**src/rtl/lc3b_types.sv**
```systemverilog
// lc3b_types: shared types for the LC-3b pipeline hazard controller.
// Register/word types, hazard FSM states and the forwarding hold-register layout.
package lc3b_types;

   typedef logic [2:0]  lc3b_reg;
   typedef logic [15:0] lc3b_word;

   typedef enum logic [1:0] {
      RUN   = 2'd0,
      DWAIT = 2'd1,
      IWAIT = 2'd2,
      LUBUB = 2'd3
   } hazard_state_t;

   // hold register: {valid[19], dest[18:16], data[15:0]}
   localparam int HOLD_W      = 20;
   localparam int HOLD_VLD    = 19;
   localparam int HOLD_DST_HI = 18;
   localparam int HOLD_DST_LO = 16;
   localparam int HOLD_DAT_HI = 15;

   typedef struct packed {
      logic     valid;
      lc3b_reg  dest;
      lc3b_word data;
   } hold_t;

   localparam int              CNT_W   = 16;
   localparam logic [CNT_W-1:0] CNT_MAX = '1;

endpackage

```
**src/rtl/lu_detect.sv**
```systemverilog
// lu_detect: load-use comparator between the ID/EX load and IF/ID sources.
// Ports: i_is_load, i_dest, i_src1/2, i_use1/2 in; o_hazard out.
module lu_detect
   import lc3b_types::*;
(
   input  logic    i_is_load,
   input  lc3b_reg i_dest,
   input  lc3b_reg i_src1,
   input  lc3b_reg i_src2,
   input  logic    i_use1,
   input  logic    i_use2,
   output logic    o_hazard
);

   logic w_hit1;
   logic w_hit2;

   assign w_hit1   = i_use1 && (i_src1 == i_dest);
   assign w_hit2   = i_use2 && (i_src2 == i_dest);
   assign o_hazard = i_is_load && (w_hit1 || w_hit2);

endmodule

```
**src/rtl/hazard_ctrl.sv**
```systemverilog
// hazard_ctrl: pipeline stall/bubble/flush control for the LC-3b core.
// In: clk, rst_n, cache handshakes, load-use operands, MEM/WB writeback, br_taken.
// Out: load_* enables, bubble_idex, flush, hold_reg_out, stall_cnt.
module hazard_ctrl
   import lc3b_types::*;
(
   input  logic              clk,
   input  logic              rst_n,
   input  logic              icache_resp,
   input  logic              dcache_req,
   input  logic              dcache_resp,
   input  logic              idex_is_load,
   input  lc3b_reg           idex_dest,
   input  lc3b_reg           ifid_src1,
   input  lc3b_reg           ifid_src2,
   input  logic              ifid_use1,
   input  logic              ifid_use2,
   input  logic              mewb_ld_dest,
   input  lc3b_reg           mewb_dest,
   input  lc3b_word          mewb_data,
   input  logic              br_taken,
   output logic              load_pc,
   output logic              load_ifid,
   output logic              load_idex,
   output logic              load_exme,
   output logic              load_mewb,
   output logic              bubble_idex,
   output logic              flush,
   output logic [HOLD_W-1:0] hold_reg_out,
   output logic [CNT_W-1:0]  stall_cnt
);

   hazard_state_t    r_state;
   hazard_state_t    w_next;
   hold_t            r_hold;
   logic [CNT_W-1:0] r_cnt;

   logic w_lu;
   logic w_dstall;
   logic w_front;
   logic w_back;

   lu_detect u_lu (
      .i_is_load (idex_is_load),
      .i_dest    (idex_dest),
      .i_src1    (ifid_src1),
      .i_src2    (ifid_src2),
      .i_use1    (ifid_use1),
      .i_use2    (ifid_use2),
      .o_hazard  (w_lu)
   );

   // Once waiting on the dcache only the response matters.
   assign w_dstall = (r_state == DWAIT) ? !dcache_resp
                                        : (dcache_req && !dcache_resp);

   always_ff @(posedge clk or negedge rst_n) begin
      if (!rst_n) r_state <= RUN;
      else        r_state <= w_next;
   end

   always_comb begin
      w_next = RUN;
      unique case (r_state)
         RUN: begin
            if (w_dstall)              w_next = DWAIT;
            else if (!icache_resp)     w_next = IWAIT;
            else if (w_lu && !br_taken) w_next = LUBUB;
            else                       w_next = RUN;
         end
         DWAIT: w_next = dcache_resp ? RUN : DWAIT;
         IWAIT: begin
            if (w_dstall)          w_next = DWAIT;
            else if (!icache_resp) w_next = IWAIT;
            else                   w_next = RUN;
         end
         LUBUB: w_next = RUN;
         default: w_next = RUN;
      endcase
   end

   // A taken branch squashes the dependent instruction, so the
   // load-use stall is dropped entirely when br_taken is high.
   always_comb begin
      w_front     = 1'b1;
      w_back      = 1'b1;
      bubble_idex = 1'b0;
      flush       = 1'b0;
      if (w_dstall) begin
         w_front = 1'b0;
         w_back  = 1'b0;
      end else if (r_state == DWAIT) begin
         flush = br_taken;
      end else if (!icache_resp) begin
         w_front     = 1'b0;
         bubble_idex = 1'b1;
         flush       = br_taken;
      end else if (r_state == RUN && w_lu && !br_taken) begin
         w_front     = 1'b0;
         bubble_idex = 1'b1;
      end else begin
         flush = br_taken;
      end
   end

   assign load_pc   = w_front;
   assign load_ifid = w_front;
   assign load_idex = w_back;
   assign load_exme = w_back;
   assign load_mewb = w_back;

   // Writeback captured while ID/EX is frozen so it can still be forwarded.
   always_ff @(posedge clk or negedge rst_n) begin
      if (!rst_n) begin
         r_hold <= '0;
      end else if (!w_back) begin
         if (mewb_ld_dest) r_hold <= {1'b1, mewb_dest, mewb_data};
      end else begin
         r_hold.valid <= 1'b0;
      end
   end

   always_ff @(posedge clk or negedge rst_n) begin
      if (!rst_n)                          r_cnt <= '0;
      else if (!w_front && r_cnt != CNT_MAX) r_cnt <= r_cnt + 16'd1;
   end

   assign hold_reg_out = r_hold;
   assign stall_cnt    = r_cnt;

endmodule
```
**config.mk**
```make
export PLATFORM = sky130hd
export DESIGN_NAME = hazard_ctrl
export DESIGN_NICKNAME = d
export VERILOG_FILES = /design/src/rtl/lc3b_types.sv /design/src/rtl/lu_detect.sv /design/src/rtl/hazard_ctrl.sv
export SDC_FILE = /design/constraint.sdc
export NUM_CORES = 1
export LEC_CHECK = 0
export ABC_AREA = 1
export CORE_AREA = 2 2 73 75
export CTS_BUF_LIST = sky130_fd_sc_hd__clkbuf_4
export DETAILED_ROUTE_END_ITERATION = 7
export DIE_AREA = 0 0 75 77
export PLACE_DENSITY_LB_ADDON = 0.1
export RECOVER_POWER = 25
export REMOVE_ABC_BUFFERS = 1
export SETUP_SLACK_MARGIN = 0.05
export SLEW_MARGIN = 15
export SYNTH_ARGS = -nofsm -noshare
export SYNTH_HDL_FRONTEND = slang
export SYNTH_SLANG_ARGS = --single-unit
```
**constraint.sdc**
```tcl
create_clock -name clk -period 2.42 [get_ports clk]
set_input_delay 0.484 -clock clk [delete_from_list [all_inputs] [get_ports clk]]
set_output_delay 0.484 -clock clk [all_outputs]
set_load 0.005 [all_outputs]
```
==> results.yml, run 1 <==
final_layout:
  fillers: 482
  drive_gt1_frac: 0.159
  n_antenna_cell: 0
  syn_to_final_growth_pct: 45.4
  final_area_sq_mm: 0.00295
  layout_common_cells: "nand2_1 (70), clkdlybuf4s50_1 (69), dfrtp_1 (38)"
  finalNetCount: 353
  layout_commonest_cell: "nand2_1"
  multiInputGateArea_sq_um: 915
  seq_area_sq_um: 951
  fin_cells: 385
run_status:
  violations: "max-capacitance violations, max-slew violations"
  status: "finished with violations"
clock_network:
  clockBufferDepth: 2
  clock_sinks: 38
  cts-buffers-inserted: 5
  cts_root_buf: "clkbuf_4"
  htreeDepth: 2
  cts_tree: "yes"
  path_clk_slew_ns: 0.13
  clk_latency_ns: 0.35
critical_path:
  crit_type: "primary input to output port"
  start_kind: "primary input"
  rr_worst_depth: 9
  r2r_setup_slack_ns: 0.59
  path_max_fanout: 5
  worst_setup_path_end_kind: "output port"
  worst_ep_required_time_ns: 1.94
  cp.arrival_ns: 1.76
grt:
  antenna_found_initial: 0
  use_met1: 0.202
  grt_max_degree: 39
  grt_pass1_wl_um: 7670
  met2_usage: 0.262
  grtUsageMet3: 0.0736
  busiest_layer: "met2"
  grt_overflow: 0
  grt_use_total: 0.170
  grt_pass1_vias: 1778
logic_synthesis:
  synth_area_leaders: "dfrtp_1 (47%), nand2_1 (14%), mux2_2 (11%)"
  syn_inst: 231
  synth_top_cell_area_share: 0.469
  ys_seq_area_frac: 0.469
  synth-seq-cells: 38
  synth_area_sq_mm: 0.00203
  yosys.cell_types.count: 27
  ys_warn_count: 0
  synth_area_per_cell_sq_um: 8.77
  synth_top_cell_by_area: "dfrtp_1"
sta:
  tns_ns: 0
  setup_viol: 0
  finalClockSkew_ns: 0.0165
  post-route-min-period_ns: 2.25
  fin_hold_ws_ns: 0.488
  max-slew-margin-rel: -0.353
  period_share: 0.928
  maxSlewViolCount: 39
  max_slew.worst_pin.slew_ns: 2.03
  rsz0062_at_grt: "false"
  finalHoldViolations: 0
  fmax_ghz: 0.445
  worst_slack_ns: 0.173
placement:
  gp_congestion: 0.813
  port_buffers: 80
  dp_hpwl_um: 3320
  placedCellCount: 375
  placed_area_sq_mm: 0.00286
  dp_slack_ns: -0.264
pwr:
  peakVddDrop_mv: 0.351
  power_density_mw_per_mm2: 629
  p_leak_nw: 1.43
floorplanning:
  ios: 81
  die_height_um: 77
  num_rows: 26
  die_width_um: 75
  core_area_sq_mm: 0.00498
  start_util: 0.407
  die_area_sq_mm: 0.00578
drt:
  drt_iter0_drc: 66
  ant_nets: 0
  drc: 0
  drtPass1Iterations: 4
  drt-total-wl_um: 4480
  avgRoutedWirePerCell_um: 11.6
  num_vias: 1769
  viasPerCell: 4.59
flow_run:
  max-cap-violations: 1
hold_path:
  hold_class: "flip-flop to flip-flop"
  whs_path_depth: 1
[final cells by class]
| class | instances | area share |
|---|---|---|
| Tap cell | 70 | 0.0297 |
| Inverter | 27 | 0.0344 |
| Multi-Input combinational cell | 157 | 0.311 |
| Clock inverter | 3 | 0.0153 |
| Timing Repair Buffer | 85 | 0.274 |
| Sequential cell | 38 | 0.323 |
| Clock buffer | 5 | 0.0127 |
[worst max-delay path: stages]
cell             delay [ns]
clkdlybuf4s50_1        0.46
inv_1                  0.05
a21oi_2                0.14
buf_4                  0.15
nor2_1                 0.04
clkdlybuf4s50_1        0.44
[registers in the layout (all words and copies together) (netlist names)]
name and cells:
hold_reg_out 20, r_state 2, stall_cnt 16
[worst paths after layout]
path | from | end
hold / removal | r_state[0] | r_state[1]
setup / recovery | dcache_req | flush
setup reg to reg | stall_cnt[0] | stall_cnt[5]
hold reg to reg | r_state[0] | r_state[1]
min in group asynchronous | rst_n | stall_cnt[2]
max in group asynchronous | rst_n | hold_reg_out[19]
[logic make-up (layout without fill, tap and decap cells)]
| kind of cell | after synthesis | count (layout) | share of synthesized area |
|---|---|---|---|
| and+or+nand+nor | 123 | 123 | 0.275 |
| DFF | 38 | 38 | 0.469 |
| buffers and inverters | 36 | 120 | 0.0865 |
| muxes | 19 | 19 | 0.106 |
| xor gates and xnor gates | 9 | 9 | 0.0389 |
| AOI/OAI and AO/OA | 5 | 5 | 0.0179 |
| adders and majority gates | 1 | 1 | 0.00618 |
[report_power, final]
group	switching (mW)	internal, mW	total [mW]
clock	0.230	0.217	0.447
sequential	0.102	0.745	0.847
combinational	0.198	0.361	0.559
[what timing repair did]
action | in CTS | in global routing
gates resized for setup | 11 | 10
hold buffers | 0 | 0
setup endpoints to repair | 3 | 3
pin swaps | 4 | 2
cloned | 0 | 0
setup buffers | 1 | 1
[metal layers]
layer | wire [um] | up-vias | share of wire
li1 | - | 897 | -
met1 | 1810 | 793 | 0.40
met2 | 2170 | 69 | 0.49
met3 | 403 | 10 | 0.090
met4 | 92 | 0 | 0.021
met5 | 0 | - | 0
[stage by stage]
| step | util | power (mW) |
|---|---|---|
| 2_1_floorplan | - | 1.06 |
| 3_3_place_gp | 0.574 | 1.42 |
| 3_5_place_dp | 0.574 | 1.43 |
| 4_1_cts | 0.590 | 1.88 |
| 5_1_grt | 0.592 | 1.97 |
| 6_report | 0.592 | 1.85 |
[cell usage after synthesis, drive strengths merged]
master and count:
nand2 77, dfrtp 38, inv 27, nand3 23
mux2 19, nor2 14, buf 9, nor3 6
xor2 5, xnor2 4, a21oi 2, nand4 2
a211oi 1, a31o 1, a31oi 1, ha 1
nor4 1
Power figures use the tool's default switching activity.
==> run 2, diff against run 1 <==
--- a/config.mk
+++ b/config.mk
@@ -6,10 +6,10 @@
 export NUM_CORES = 1
 export LEC_CHECK = 0
 export ABC_AREA = 1
-export CORE_AREA = 2 2 73 75
+export CORE_AREA = 2 2 68 70
 export CTS_BUF_LIST = sky130_fd_sc_hd__clkbuf_4
 export DETAILED_ROUTE_END_ITERATION = 7
-export DIE_AREA = 0 0 75 77
+export DIE_AREA = 0 0 70 72
 export PLACE_DENSITY_LB_ADDON = 0.1
 export RECOVER_POWER = 25
 export REMOVE_ABC_BUFFERS = 1
==> run 2 against run 1 <==
The run still ends with max-capacitance violations, max-slew violations left. Largest power group unchanged. Setup slack worse by 0.037 ns. Fmax shrank 1.6%. Wire length up 6.6%. Via count up 3.3%. Core utilization grew 13 points. Highest routed layer unchanged. Global-route usage rose by 2.7 points. First-iteration DRC count rose by 91%. Clock power down 27%. Worst hold slack improved by 0.025 ns. Largest cell class is now non-clock buffers. Critical path type is now primary input to flip-flop. Sequential share of layout area is 1.4 points lower.
==> results.yml, run 2 (synthesis results as in run 1) <==
sta:
  setup_viol: 0
  finalClockSkew_ns: 0.0112
  worst_slack_ns: 0.137
  rsz0062_at_grt: "false"
  post-route-min-period_ns: 2.28
  max-slew-margin-rel: -0.325
  maxSlewViolCount: 39
  fmax_ghz: 0.438
  max_slew.worst_pin.slew_ns: 1.99
  fin_hold_ws_ns: 0.514
  period_share: 0.944
  finalHoldViolations: 0
critical_path:
  start_kind: "primary input"
  worst_ep_required_time_ns: 2.68
  cp.arrival_ns: 2.54
  worst_setup_path_end_kind: "flip-flop"
  crit_type: "primary input to flip-flop"
  r2r_setup_slack_ns: 0.25
  path_max_fanout: 4
drt:
  drt-total-wl_um: 4770
  avgRoutedWirePerCell_um: 12.4
  drtPass1Iterations: 4
  drc: 0
  viasPerCell: 4.76
  drt_iter0_drc: 126
  ant_nets: 0
  num_vias: 1828
pwr:
  power_density_mw_per_mm2: 572
  total_power_mw: 1.76
  p_leak_nw: 1.58
  peakVddDrop_mv: 0.366
floorplanning:
  core_area_sq_mm: 0.00426
  start_util: 0.475
  die_height_um: 72
  die_area_sq_mm: 0.00504
  ios: 81
  die_width_um: 70
  num_rows: 24
grt:
  grt_max_degree: 39
  grt_use_total: 0.196
  met2_usage: 0.357
  grt_pass1_vias: 1800
  grtUsageMet3: 0.0736
  use_met1: 0.215
  antenna_found_initial: 0
  grt_pass1_wl_um: 7930
  busiest_layer: "met2"
  grt_overflow: 0
placement:
  gp_congestion: 0.851
  dp_slack_ns: -0.282
  port_buffers: 80
  placed_area_sq_mm: 0.00284
  dp_hpwl_um: 3200
run_status:
  violations: "max-capacitance violations, max-slew violations"
  status: "finished with violations"
hold_path:
  hold_class: "flip-flop to flip-flop"
clock_network:
  cts_hold_buf: 0
  clockBufferDepth: 2
  cts_tree: "yes"
  cts_root_buf: "clkbuf_4"
  clock_sinks: 38
  path_clk_slew_ns: 0.11
  cts-buffers-inserted: 5
  htreeDepth: 2
  clk_latency_ns: 0.34
final_layout:
  layout_common_cells: "nand2_1 (69), clkdlybuf4s50_1 (63), dfrtp_1 (38)"
  largest_register_ffs: 20
  n_antenna_cell: 0
  finalNetCount: 370
  layout_commonest_cell: "nand2_1"
  drive_gt1_frac: 0.205
  fillers: 327
  final_area_sq_mm: 0.00308
  syn_to_final_growth_pct: 51.8
flow_run:
  max-cap-violations: 1
## run 2: changes by cell type in the layout (fill, tap and decap cells not counted), sizes merged
cell / delta
dlygate4sd2: -1
dlymetal6s2s: +8
clkdlybuf4s50: -6
bufinv: -1
clkdlybuf4s15: +2
buf: +17
clkbuf: -2
clkinvlp: -2
clkinv: +2
## run 2: what timing repair did
item / 4_1_cts / 5_1_grt
pin swaps: 1 / 14
buffers inserted: 19 / 0
endpoints found under the setup margin: 3 / 5
gates resized for setup: 9 / 21
## run 2: metal layers
metal / part of all wire / up-vias
met5: 0 / -
met1: 0.39 / 835
li1: - / 924
met4: 0.013 / 0
met2: 0.52 / 61
met3: 0.080 / 8
## run 2: report_power, final
group	switching, mW	total, mW	internal (mW)
Clock	0.204	0.325	0.121
Sequential	0.102	0.847	0.745
Combinational	0.205	0.588	0.383
Total	0.511	1.76	1.25
## run 2: final timing paths
| path | startpoint | to | depth (start not counted) |
|---|---|---|---|
| hold reg to reg | hold_reg_out[2] | hold_reg_out[2] | 1 |
| setup / recovery | idex_dest[0] | r_state[1] | 18 |
| max in group asynchronous | rst_n | hold_reg_out[16] | 1 |
| min in group asynchronous | rst_n | stall_cnt[9] | 1 |
| setup reg to reg | r_state[0] | r_state[1] | 12 |
| hold / removal | hold_reg_out[2] | hold_reg_out[2] | 1 |
## run 2: area by class of cell
type / count / area [sq um] / area share
Clock inverter: 2 / 8.76 / 0.00285
Clock buffer: 6 / 45.0 / 0.0146
Sequential cell: 38 / 951 / 0.309
Timing Repair Buffer: 102 / 976 / 0.317
Tap cell: 52 / 65.1 / 0.0212
Multi-Input combinational cell: 157 / 928 / 0.302
Inverter: 27 / 101 / 0.0330
## run 2: through the flow
stage          utilization  std cells  setup TNS [ns]
6_report             0.721        384               0
5_1_grt              0.721        384               0
4_1_cts              0.709        384               0
3_5_place_dp         0.665        357          -0.797
3_3_place_gp         0.665        357          -0.569
2_1_floorplan            -        222               0
## run 2: critical path: stages
cell and delay (ns):
dlygate4sd2_1 0.25, inv_1 0.06, nand2_1 0.06, nand2_1 0.05, nor2_1 0.09, nand2_1 0.06
nand2_2 0.09, nand2_2 0.09, buf_6 0.13, buf_4 0.12, buf_4 0.12, buf_4 0.12
buf_4 0.12, buf_4 0.12, buf_4 0.12, buf_4 0.12, buf_4 0.12, a211oi_2 0.20
==> run 3, diff against run 2 <==
--- a/config.mk
+++ b/config.mk
@@ -6,10 +6,10 @@
 export NUM_CORES = 1
 export LEC_CHECK = 0
 export ABC_AREA = 1
-export CORE_AREA = 2 2 68 70
+export CORE_AREA = 2 2 71 73
 export CTS_BUF_LIST = sky130_fd_sc_hd__clkbuf_4
 export DETAILED_ROUTE_END_ITERATION = 7
-export DIE_AREA = 0 0 70 72
+export DIE_AREA = 0 0 73 75
 export PLACE_DENSITY_LB_ADDON = 0.1
 export RECOVER_POWER = 25
 export REMOVE_ABC_BUFFERS = 1
==> constraint.sdc (replaced) <==
create_clock -name clk -period 2.15 [get_ports clk]
set_input_delay 0.43 -clock clk [delete_from_list [all_inputs] [get_ports clk]]
set_output_delay 0.43 -clock clk [all_outputs]
set_load 0.005 [all_outputs]
==> run 3 against run 2 <==
The run now ends clean. Final cell count rose by 2.9%. Cell area rose by 1.9%. Critical path type unchanged. Flip-flop and latch count unchanged. Combinational power up 17%. Clock skew fell by 0.0039 ns. Sequential power up 12%. Largest cell class unchanged. Register-to-register slack got worse by 0.05 ns. Die area rose by 8.6%. Setup slack worse by 0.048 ns. Global-route usage increased by 0.11 points. Non-clock buffer count up 10. Power is 19% higher.
==> results.yml, run 3 (synthesis results as in run 1) <==
run_status:
  status: "finished, final reports clean"
drt:
  drt_iter0_drc: 66
  ant_nets: 0
  drt-total-wl_um: 5220
  num_vias: 1872
  viasPerCell: 4.74
  drtPass1Iterations: 4
  avgRoutedWirePerCell_um: 13.2
  drc: 0
grt:
  grt_pass1_wl_um: 8330
  grt_max_degree: 23
  grt_use_total: 0.197
  grtUsageMet3: 0.0549
  antenna_found_initial: 0
  grt_overflow: 0
  grt_pass1_vias: 1802
  met2_usage: 0.338
  use_met1: 0.248
  busiest_layer: "met2"
pwr:
  p_leak_nw: 1.60
  power_density_mw_per_mm2: 671
  peakVddDrop_mv: 0.597
  total_power_mw: 2.10
clock_network:
  htreeDepth: 2
  clk_latency_ns: 0.34
  cts_hold_buf: 0
  cts_root_buf: "clkbuf_4"
  clock_sinks: 38
  clockBufferDepth: 2
  path_clk_slew_ns: 0.11
  cts-buffers-inserted: 5
  cts_tree: "yes"
critical_path:
  crit_type: "primary input to flip-flop"
  path_buf_inv: 11
  worst_ep_required_time_ns: 2.38
  start_kind: "primary input"
  path_cells: "dlygate4sd2_1, inv_1, nand2_1, nand2_1, nor2_2, nand2_1, nand2_1, buf_4, buf_4, buf_4, buf_4, buf_4, buf_4, buf_4, buf_4, buf_4, a31o_2"
  crit_family: "buffers and inverters"
  max_stage_delay_ns: 0.24
  crit_path_top_delay_cell: "dlygate4sd2_1"
  r2r_end: "r_state[1]"
  cp.arrival_ns: 2.29
  r2r_setup_slack_ns: 0.20
  worst_setup_path_end_kind: "flip-flop"
  path_max_fanout: 2
  rr_worst_depth: 11
  rr_startpoint: "r_state[0]"
  worst_path_most_repeated_cell: "buf_4"
sta:
  max-slew-margin-rel: 0.187
  finalHoldViolations: 0
  maxSlewViolCount: 0
  finalClockSkew_ns: 0.00727
  period_share: 0.959
  setup_viol: 0
  max_slew.worst_pin.slew_ns: 1.22
  fin_hold_ws_ns: 0.319
  rsz0062_at_grt: "false"
  fmax_ghz: 0.485
  post-route-min-period_ns: 2.06
floorplanning:
  ios: 81
  core_area_sq_mm: 0.00466
  die_width_um: 73
  die_height_um: 75
  num_rows: 25
  start_util: 0.435
  die_area_sq_mm: 0.00548
final_layout:
  final_area_sq_mm: 0.00313
  n_antenna_cell: 0
  drive_gt1_frac: 0.229
  layout_commonest_cell: "nand2_1"
  syn_to_final_growth_pct: 54.7
  layout_common_cells: "nand2_1 (72), clkdlybuf4s50_1 (59), dfrtp_1 (38)"
  largest_register_ffs: 20
  finalNetCount: 380
  fillers: 376
  fin_cells: 395
placement:
  port_buffers: 80
  gp_congestion: 0.808
  placed_area_sq_mm: 0.00289
  dp_hpwl_um: 3460
  placedCellCount: 364
hold_path:
  hold_class: "primary input to asynchronous set/reset pin"
flow_run:
  max-cap-violations: 0
-- run 3: metrics by stage --
stage          worst slack [ns]  utilization  TNS [ns]
2_1_floorplan             0.421            -         0
3_3_place_gp             -0.373        0.620     -2.13
3_5_place_dp             -0.431        0.620     -3.35
4_1_cts                  0.0559        0.663         0
5_1_grt                  0.0350        0.672         0
6_report                 0.0886        0.672         0
-- run 3: cell type report --
class                      count  area, sq um  area share
multi-input combinational    157          917       0.293
clock buffer                   5         37.5      0.0120
timing repair buffer         112         1030       0.327
inverter                      27          101      0.0323
sequential                    38          951       0.303
clock inverter                 2         33.8      0.0108
tap                           54         67.6      0.0216
-- run 3: power by group --
part | switching, mW | internal [mW] | total, mW
clock network | 0.231 | 0.235 | 0.466
logic | 0.244 | 0.444 | 0.688
registers | 0.110 | 0.838 | 0.949
total | 0.585 | 1.52 | 2.10
-- run 3: worst max path at each step --
stage	from	endpoint	cells after the start
2_1_floorplan	ifid_src1[0]	load_ifid	11
3_3_place_gp	idex_dest[0]	load_pc	12
3_5_place_dp	idex_dest[0]	bubble_idex	12
4_1_cts	dcache_resp	flush	5
5_1_grt	r_state[1]	load_ifid	9
6_report	ifid_src2[2]	r_state[0]	17
-- run 3: worst reg2reg max path, cell delays in order (launching register included) --
cell      delay, ns
dfrtp_1        0.40
buf_4          0.16
nor3_2         0.14
nand2_1        0.10
buf_4          0.14
buf_4          0.12
buf_4          0.12
buf_4          0.12
buf_4          0.12
buf_4          0.12
buf_4          0.13
a211oi_2       0.20
-- run 3: repair_timing --
| action | in CTS | in global routing |
|---|---|---|
| setup buffers | 21 | 3 |
| gates resized for setup | 26 | 20 |
| gates cloned | 0 | 0 |
| endpoints found under the setup margin | 7 | 9 |
| pin swaps | 11 | 9 |
-- run 3: metal layers --
layer  vias to the layer above  routed length [um]
met3                         6                 342
met2                        66                2540
li1                        950                   -
met1                       850                2260
met5                         -                   0
met4                         0                  76
